$ cat src/rtl/lsu_pkg.sv
// Shared types and constants for the load/store unit: funct3 encodings,
// FSM state type and the access-legality check used when a request is accepted.
package lsu_pkg;

    localparam int xlen_default = 64;

    localparam logic [2:0] F3_B  = 3'b000;
    localparam logic [2:0] F3_H  = 3'b001;
    localparam logic [2:0] F3_W  = 3'b010;
    localparam logic [2:0] F3_D  = 3'b011;
    localparam logic [2:0] F3_BU = 3'b100;
    localparam logic [2:0] F3_HU = 3'b101;
    localparam logic [2:0] F3_WU = 3'b110;

    typedef enum logic [1:0] {
        IDLE  = 2'd0,
        READ  = 2'd1,
        WRITE = 2'd2,
        RESP  = 2'd3
    } lsu_state_t;

    // Unsupported encodings are folded into the misaligned error so the
    // unit never strobes memory for them.
    function automatic logic is_bad_access(input logic store,
                                           input logic [2:0] funct3,
                                           input logic [2:0] addr_lo);
        logic bad;
        bad = (funct3 == 3'b111) || (store && funct3[2]);
        case (funct3[1:0])
            2'b01:   bad = bad | addr_lo[0];
            2'b10:   bad = bad | (|addr_lo[1:0]);
            2'b11:   bad = bad | (|addr_lo);
            default: bad = bad;
        endcase
        return bad;
    endfunction

endpackage

$ cat src/rtl/lsu_align.sv
// Byte-lane steering: extracts and sign/zero-extends load data from a
// doubleword, and merges sub-doubleword store data into a doubleword.
module lsu_align
    import lsu_pkg::*;
#(
    parameter int xlen = xlen_default
) (
    input  logic [2:0]      funct3,
    input  logic [2:0]      addr_lo,
    input  logic [xlen-1:0] word,
    input  logic [xlen-1:0] wdata,
    output logic [xlen-1:0] load_data,
    output logic [xlen-1:0] store_word
);

    logic [5:0]      bit_off;
    logic [xlen-1:0] shifted;
    logic [xlen-1:0] size_mask;

    assign bit_off = {addr_lo, 3'b000};
    assign shifted = word >> bit_off;

    always_comb begin
        load_data = shifted;
        case (funct3)
            F3_B:    load_data = {{(xlen-8){shifted[7]}}, shifted[7:0]};
            F3_H:    load_data = {{(xlen-16){shifted[15]}}, shifted[15:0]};
            F3_W:    load_data = {{(xlen-32){shifted[31]}}, shifted[31:0]};
            F3_BU:   load_data = {{(xlen-8){1'b0}}, shifted[7:0]};
            F3_HU:   load_data = {{(xlen-16){1'b0}}, shifted[15:0]};
            F3_WU:   load_data = {{(xlen-32){1'b0}}, shifted[31:0]};
            default: load_data = shifted;
        endcase
    end

    always_comb begin
        size_mask = '1;
        case (funct3[1:0])
            2'b00:   size_mask = {{(xlen-8){1'b0}}, 8'hFF};
            2'b01:   size_mask = {{(xlen-16){1'b0}}, 16'hFFFF};
            2'b10:   size_mask = {{(xlen-32){1'b0}}, 32'hFFFF_FFFF};
            default: size_mask = '1;
        endcase
    end

    // Lanes outside the access keep the previously read doubleword.
    assign store_word = (word & ~(size_mask << bit_off)) | ((wdata & size_mask) << bit_off);

endmodule

$ cat src/rtl/load_store_unit.sv
// Load/store unit: accepts one request at a time, performs read or
// read-modify-write on a doubleword memory and returns one response.
module load_store_unit
    import lsu_pkg::*;
#(
    parameter int xlen      = xlen_default,
    parameter int addr_bits = 10
) (
    input  logic            clk,
    input  logic            rstn,
    input  logic            req_valid,
    output logic            req_ready,
    input  logic            req_store,
    input  logic [2:0]      req_funct3,
    input  logic [xlen-1:0] req_addr,
    input  logic [xlen-1:0] req_wdata,
    output logic            resp_valid,
    input  logic            resp_ready,
    output logic [xlen-1:0] resp_data,
    output logic            resp_misaligned,
    output logic [xlen-1:0] mem_address,
    output logic [xlen-1:0] mem_write_data,
    output logic            mem_write_en,
    output logic            mem_read_en,
    input  logic [xlen-1:0] mem_read_data
);

    localparam int unused_addr_bits = addr_bits;

    lsu_state_t      state, next_state;
    logic            accept;
    logic            bad_access;
    logic            store_q;
    logic [2:0]      funct3_q;
    logic [xlen-1:0] addr_q;
    logic [xlen-1:0] wdata_q;
    logic [xlen-1:0] word_q;
    logic [xlen-1:0] align_word;
    logic [xlen-1:0] load_data;
    logic [xlen-1:0] store_word;

    assign accept     = (state == IDLE) && req_valid;
    assign bad_access = is_bad_access(req_store, req_funct3, req_addr[2:0]);

    always_ff @(posedge clk or negedge rstn) begin
        if (!rstn) begin
            state <= IDLE;
        end else begin
            state <= next_state;
        end
    end

    always_comb begin
        next_state = state;
        case (state)
            IDLE: begin
                if (req_valid) begin
                    if (bad_access)
                        next_state = RESP;
                    else if (req_store && (req_funct3 == F3_D))
                        next_state = WRITE;
                    else
                        next_state = READ;
                end
            end
            READ:    next_state = store_q ? WRITE : RESP;
            WRITE:   next_state = RESP;
            RESP:    next_state = resp_ready ? IDLE : RESP;
            default: next_state = IDLE;
        endcase
    end

    // Request fields and the read-back word carry no reset; they are only
    // consumed in states reachable after an accept.
    always_ff @(posedge clk) begin
        if (accept) begin
            store_q  <= req_store;
            funct3_q <= req_funct3;
            addr_q   <= req_addr;
            wdata_q  <= req_wdata;
        end
        if (state == READ) begin
            word_q <= mem_read_data;
        end
    end

    always_ff @(posedge clk or negedge rstn) begin
        if (!rstn) begin
            resp_data       <= '0;
            resp_misaligned <= 1'b0;
        end else if (accept) begin
            resp_data       <= '0;
            resp_misaligned <= bad_access;
        end else if ((state == READ) && !store_q) begin
            resp_data <= load_data;
        end
    end

    // Extraction works on live memory data during READ; the merge works on
    // the word captured at the end of READ.
    assign align_word = (state == READ) ? mem_read_data : word_q;

    lsu_align #(.xlen(xlen)) u_align (
        .funct3     (funct3_q),
        .addr_lo    (addr_q[2:0]),
        .word       (align_word),
        .wdata      (wdata_q),
        .load_data  (load_data),
        .store_word (store_word)
    );

    assign req_ready      = (state == IDLE);
    assign resp_valid     = (state == RESP);
    assign mem_read_en    = (state == READ);
    assign mem_write_en   = (state == WRITE);
    assign mem_address    = ((state == READ) || (state == WRITE)) ? {addr_q[xlen-1:3], 3'b000} : '0;
    assign mem_write_data = (state == WRITE) ? store_word : '0;

endmodule

$ cat config.mk
export PLATFORM = sky130hd
export DESIGN_NAME = load_store_unit
export DESIGN_NICKNAME = d
export VERILOG_FILES = /design/src/rtl/lsu_pkg.sv /design/src/rtl/lsu_align.sv /design/src/rtl/load_store_unit.sv
export SDC_FILE = /design/constraint.sdc
export NUM_CORES = 1
export LEC_CHECK = 0
export ABC_AREA = 1
export BUFFER_PORTS_ARGS = -buffer_cell sky130_fd_sc_hd__buf_2
export CAP_MARGIN = 20
export CORE_MARGIN = 2
export CORE_UTILIZATION = 35
export DETAILED_ROUTE_END_ITERATION = 6
export RECOVER_POWER = 50
export SYNTH_ARGS = -nofsm -noshare
export SYNTH_HDL_FRONTEND = slang
export SYNTH_SLANG_ARGS = --single-unit
$ cat constraint.sdc
create_clock -name clk -period 3.17 [get_ports clk]
set_input_delay 0.317 -clock clk [delete_from_list [all_inputs] [get_ports clk]]
set_output_delay 0.317 -clock clk [all_outputs]
set_load 0.01 [all_outputs]
Word level (Yosys, flattened, before mapping)
Cells that the tools add are included.
{"block": "word_totals", "regBits": 263, "inputBits": 200, "out_inout_bits": 197, "elab_cells": 61}
{"block": "op_classes", "eq_ne": 16, "shifts": 3, "muxes": 14, "bitwise_logic": 7, "reduce_logical": 13}
{"cell": "$pmux 64 s6", "n": 1}
{"cell": "$mux 64", "n": 5}
{"cell": "$pmux 64 s3", "n": 1}
{"cell": "$and 64x64->64", "n": 2}
{"cell": "$shl 64x6->64", "n": 2}
{"cell": "$not 64->64", "n": 1}
{"cell": "$or 64x64->64", "n": 1}
{"cell": "$shr 64x6->64", "n": 1}
{"cell": "$eq 3x3->1 const B", "n": 4}
{"cell": "$eq 2x2->1 const B", "n": 5}
{"cell": "$mux 2", "n": 4}
{"cell": "$pmux 2 s4", "n": 1}
{"cell": "$eq 2x1->1 const B", "n": 3}
{"cell": "$eq 3x2->1 const B", "n": 2}
{"cell": "$logic_and 1x1->1", "n": 4}
{"cell": "$logic_not 2->1", "n": 2}
{"cell": "$eq 3x1->1 const B", "n": 1}
{"cell": "$logic_not 3->1", "n": 1}
{"cell": "$or 1x1->1", "n": 3}
{"cell": "$pmux 1 s3", "n": 1}
{"cell": "$reduce_or 3->1", "n": 1}
{"cell": "$logic_or 1x1->1", "n": 2}
{"cell": "$ne 2x2->1 const B", "n": 1}
{"cell": "$reduce_bool 2->1", "n": 1}
{"cell": "3 further kinds", "n": 3}

Depth between registers and ports, before layout
{"block": "logic_depth", "depth_word": 7, "depth_mapped": 16, "depth_no_buf": 13}

Cells and area by module
A second synthesis with hierarchy kept.
{"block": "unflattened", "hier_cells": 2040, "area_unflattened_um2": 14829.2}
{"module": "load_store_unit", "instances": 1, "cells_per_inst": 995, "area_each_um2": 9972.1, "seq_area_each_um2": 6921.6}
{"module": "lsu_align", "instances": 1, "cells_per_inst": 1045, "area_each_um2": 4857.2, "seq_area_each_um2": 0.0}

Worst setup path before layout
No wires, ideal clock.
{"block": "synth_path", "kind": "register to register", "startpoint": "register state[0]", "endpoint": "register resp_data[3]", "setup_ns": 0.124, "arrival_ns": 2.891, "t_required_ns": 3.046, "slack_ns": 0.155, "stages_incl_launch_ff": 9, "path_buffers": 1, "period_less_slack_ns": 3.015, "path_cell_list": "dfrtp_1 > inv_1 > ha_1 > nand2_1 > inv_2 > nor2_2 > buf_2 > nand2_1 > nand2_1"}
{"block": "synth_between", "elab_cells_between_ends": 10, "cone_classes": "1 x eq/ne; 1 x shift; 4 x mux; 4 x reduce/logical"}
{"element": "from (decl)", "line": "load_store_unit.sv:30", "text": "lsu_state_t state, next_state;"}
{"element": "from (signal assigned)", "line": "load_store_unit.sv:49", "text": "state <= next_state;"}
{"element": "$logic_not 2->1 (*)"}
{"element": "net req_ready", "line": "load_store_unit.sv:12", "text": "output logic req_ready,"}
{"element": "$logic_and 1x1->1 (*)", "line": "load_store_unit.sv:42", "text": "assign accept = (state == IDLE) && req_valid;"}
{"element": "net accept", "line": "load_store_unit.sv:31", "text": "logic accept;"}
{"element": "$mux 64 / $reduce_bool 2->1 (equally long branches)"}
{"element": "to (signal assigned)", "line": "load_store_unit.sv:95", "text": "resp_data <= load_data;"}
{"element": "to (decl)", "line": "load_store_unit.sv:19", "text": "output logic [xlen-1:0] resp_data,"}
Mark *: on every way through the listed nets, which the timed path passes. The rest lies on a longest branch. The select of a mux whose other input is x is not followed.
A chain may end at the register's enable or synchronous reset.

Final worst setup path
{"block": "layout_path", "startpoint": "register state[1]", "endpoint": "output port mem_write_data[22]"}
{"block": "layout_between", "elab_chain_len": 5, "elab_cells_between_ends": 6, "cone_classes": "2 x eq/ne; 2 x mux; 2 x bitwise"}
{"element": "$eq 2x1->1", "line": "load_store_unit.sv:101", "text": "assign align_word = (state == READ) ? mem_read_data : word_q;"}
{"element": "$mux 64"}
{"element": "net align_word[22]", "line": "load_store_unit.sv:38", "text": "logic [xlen-1:0] align_word;"}
{"element": "$and 64x64->64", "line": "lsu_align.sv:47", "text": "assign store_word = (word & ~(size_mask << bit_off)) | ((wdata & size_mask) << bit_off);"}
{"element": "$or 64x64->64", "line": "lsu_align.sv:47"}
{"element": "$mux 64", "line": "load_store_unit.sv:117", "text": "assign mem_write_data = (state == WRITE) ? store_word : '0;"}
{"element": "to (decl)", "line": "load_store_unit.sv:22", "text": "output logic [xlen-1:0] mem_write_data,"}
The timed path passes the listed nets, and every way through them passes these cells.

==> results_dict.tcl <==
set metrics [dict create \
    synth.top_cell.area_share_pct 27.5 \
    ctsRootBufferMaster "sky130_fd_sc_hd__clkbuf_16" \
    syn_avg_cell_area_sq_um 7.49 \
    rows 74 \
    first_pass_iters 6 \
    critical_path.startpoint_type "flop" \
    count_of_flip_flops_with_a_built_in_enable_after_synthesis 132 \
    core_area_sq_mm 0.0407 \
    area_delta_synth_final_pct 32.6 \
    timing_max_transition_violations_final 68 \
    required_ns 2.85 \
    drtAntennaViolNets 0 \
    worst_slew_pin_slew_ns 1.67 \
    period_needed_ns 3.13 \
    die_width_um 207 \
    critical-path-top-delay-family "compound AO/OA/AOI/OAI gates" \
    fillCellCount 4160 \
    wire_per_inst_um 21.2 \
    netlist_instances 1924 \
    sequential_cell_area_sq_mm 0.00692 \
    first_iter_violations 1762 \
    path_cells "inv_1 -> ha_4 -> bufbuf_16 -> o21ai_1 -> nand2_1 -> a21oi_1 -> buf_2" \
    synthMostInstantiatedCell "sky130_fd_sc_hd__nand2_1" \
    tritoncts.num_buffers 29 \
    placed_cell_area_sq_mm 0.0168 \
    design_power_total_w 0.0180 \
    hp-class "primary input to flop" \
    max_clock_freq_mhz 319 \
    clock-sinks 263 \
    finalHoldWorstSlack_ns 0.0439 \
    largest_area_contributor_in_the_netlist "sky130_fd_sc_hd__edfxtp_1" \
    die_area_sq_mm 0.0428 \
    slowest_delay_ns 0.44 \
    synth.top_cells.by_area "sky130_fd_sc_hd__edfxtp_1, sky130_fd_sc_hd__nand2_1, sky130_fd_sc_hd__dfrtp_1" \
    total_buffers_and_inverters_traversed_by_the_critical_path 3 \
    worst_ep_arrival_time_ns 2.81 \
    async_flop_share_pct 25.5 \
    crit_fanout 35 \
    finClkSkew_ns 0.0259 \
    nNetsFinal 2610 \
    grt-ovfl-total 0 \
    yosysSeqAreaShare_pct 48.1 \
    pin_count_of_the_biggest_net_entering_global_routing 105 \
    ports_placed_on_the_boundary 397 \
    synth.ff_latch_count 263 \
    timing.max_cap.violations 1 \
    finalWirelength_um 62700 \
    cts.htree.levels 1 \
    gp_congestion 1.00 \
    design_area_sq_mm 0.0191 \
    post_route_setup_tns_ns 0 \
    die_h_um 207 \
    ys.warnings.count 0 \
    via_per_inst 5.23 \
    grt_first_pass_wirelength_um 91200 \
    relative_slew_margins_pct -11.0 \
    yosysUniqueCellTypes 40 \
    worst_setup_hold_path_clk_slew_ns 0.06 \
    io_buffer_count 393 \
    cts_tree "done" \
    final_min_period_over_clock_period_pct 98.8 \
    grt_antenna_before_repair 5 \
    synthFlopType "sky130_fd_sc_hd__edfxtp_1" \
    outcome "complete, but fails checks" \
    vdd.ir_drop.worst_mv 0.583 \
    cts_max_path_buffers 3 \
    vias 15500 \
    multi_input_area_sq_mm 0.00622 \
    cellPowerDensity_mw_per_mm2 945 \
    share_of_post_route_cells_with_drive_strength_above_1_pct 17.6 \
    detailed_place_hpwl_um 46900 \
    grt_setup_unrepaired "no" \
    power.static_leakage_nw 9.60 \
    syn-cell-area_sq_mm 0.0144 \
    setup_viol_count_final 0 \
    failed_checks "max-capacitance violations, max-slew violations" \
    setup.worst_path.class "flop to output port" \
    critPathCaptureType "output port" \
    grtUsageTotal_pct 28.6 \
    drt_drc_violations_left 0 \
    crit_path_top_delay_cell "sky130_fd_sc_hd__o21ai_1" \
    start_util_pct 35.4 \
    worstSkewPairLatency_ns 0.60 \
    number_of_global_route_vias_before_repair 15172 \
    final_hold_viol_count 0 \
    synth.cells.most_frequent "sky130_fd_sc_hd__nand2_1, sky130_fd_sc_hd__nand3_1, sky130_fd_sc_hd__inv_1" \
]
-- kinds of logic after synthesis --
group | share of synthesized area (%)
simple gates | 30.3
compound gates | 12.3
buf+inv | 8.97
flops | 48.1
fa+ha+maj | 0.348
other cells | 0.0260
-- flip-flops by register name, indices dropped and copies added (netlist names) --
signal	count
funct3_q	3
wdata_q	64
resp_data	64
state	2
resp_misaligned	1
store_q	1
addr_q	64
word_q	64
-- what timing repair did --
action	4_1_cts	5_1_grt
hold buffers	133	0
buffers inserted	3	6
setup endpoints to repair	18	29
hold endpoints to repair	199	0
resized for setup	6	3
cloned	1	0
-- area by class of cell --
class	count	area share (%)
multi-input combinational	1364	32.6
sequential	263	36.2
inverter	169	3.42
timing repair buffer	579	19.2
clock inverter	7	0.419
antenna	1	0.0131
tap	532	3.49
clock buffer	46	4.67
-- routing by layer --
layer | track usage [%] | share of wire (%) | wire length [um] | vias to the layer above
met5 | 0 | 0.088 | 55 | -
met4 | 10.9 | 4.3 | 2720 | 8
li1 | - | - | - | 7245
met3 | 5.45 | 8.2 | 5120 | 164
met1 | 36.1 | 40 | 24800 | 7188
met2 | 48.4 | 48 | 30000 | 895
-- cell usage in the layout, fill, tap and decap left out, drive strengths merged, types with 3 or more instances in the layout --
cell	n
a31oi	23
buf	358
edfxtp	132
nand2	752
nand3	223
dfxtp	64
a22oi	6
nand4	5
o22ai	17
clkinv	5
o211ai	26
a21oi	61
nor3	4
o21ai	127
clkinvlp	3
ha	4
and2	21
inv	167
o21bai	39
conb	3
clkbuf	133
dfrtp	67
nor2	47
dlygate4sd3	133
-- worst paths after layout --
check                           cells after the start              from  slack, ns                  to
worst max-delay path                                7          state[1]       0.04  mem_write_data[22]
worst min-delay path                                3  mem_read_data[2]       0.04           word_q[2]
worst max register to register                     13          state[1]       0.50       resp_data[32]
worst min register to register                      2     resp_data[41]       0.48       resp_data[41]
max in group asynchronous                           3              rstn       1.38        resp_data[3]
min in group asynchronous                           3              rstn       0.78       resp_data[48]
-- power by group --
group          switching [W]  internal (W)
combinational        0.00662       0.00280
clock                0.00144       0.00201
sequential          0.000433       0.00473
-- worst reg2reg max path: stages, from the launching register on --
cell and delay, ns:
sky130_fd_sc_hd__dfrtp_1 0.42, sky130_fd_sc_hd__inv_1 0.14, sky130_fd_sc_hd__ha_4 0.25, sky130_fd_sc_hd__clkinv_8 0.19, sky130_fd_sc_hd__nand2_1 0.19, sky130_fd_sc_hd__nand3_1 0.09
sky130_fd_sc_hd__nand2_1 0.09, sky130_fd_sc_hd__nand2_1 0.05, sky130_fd_sc_hd__nand2_1 0.08, sky130_fd_sc_hd__nand2_1 0.08, sky130_fd_sc_hd__nand3_2 0.36, sky130_fd_sc_hd__nand2_4 0.29
sky130_fd_sc_hd__o21bai_1 0.24, sky130_fd_sc_hd__nand2_1 0.07
-- stage by stage --
step,setup WS [ns],cells,utilization [%]
after floorplan,0.155,1926,-
after global routing,0.00967,2961,46.9
final,0.0394,2961,46.9
after global placement,0.475,2764,41.2
after CTS,0.0186,2954,47.0
after detailed placement,0.372,2764,41.2
(Power assumes the default switching activity.)
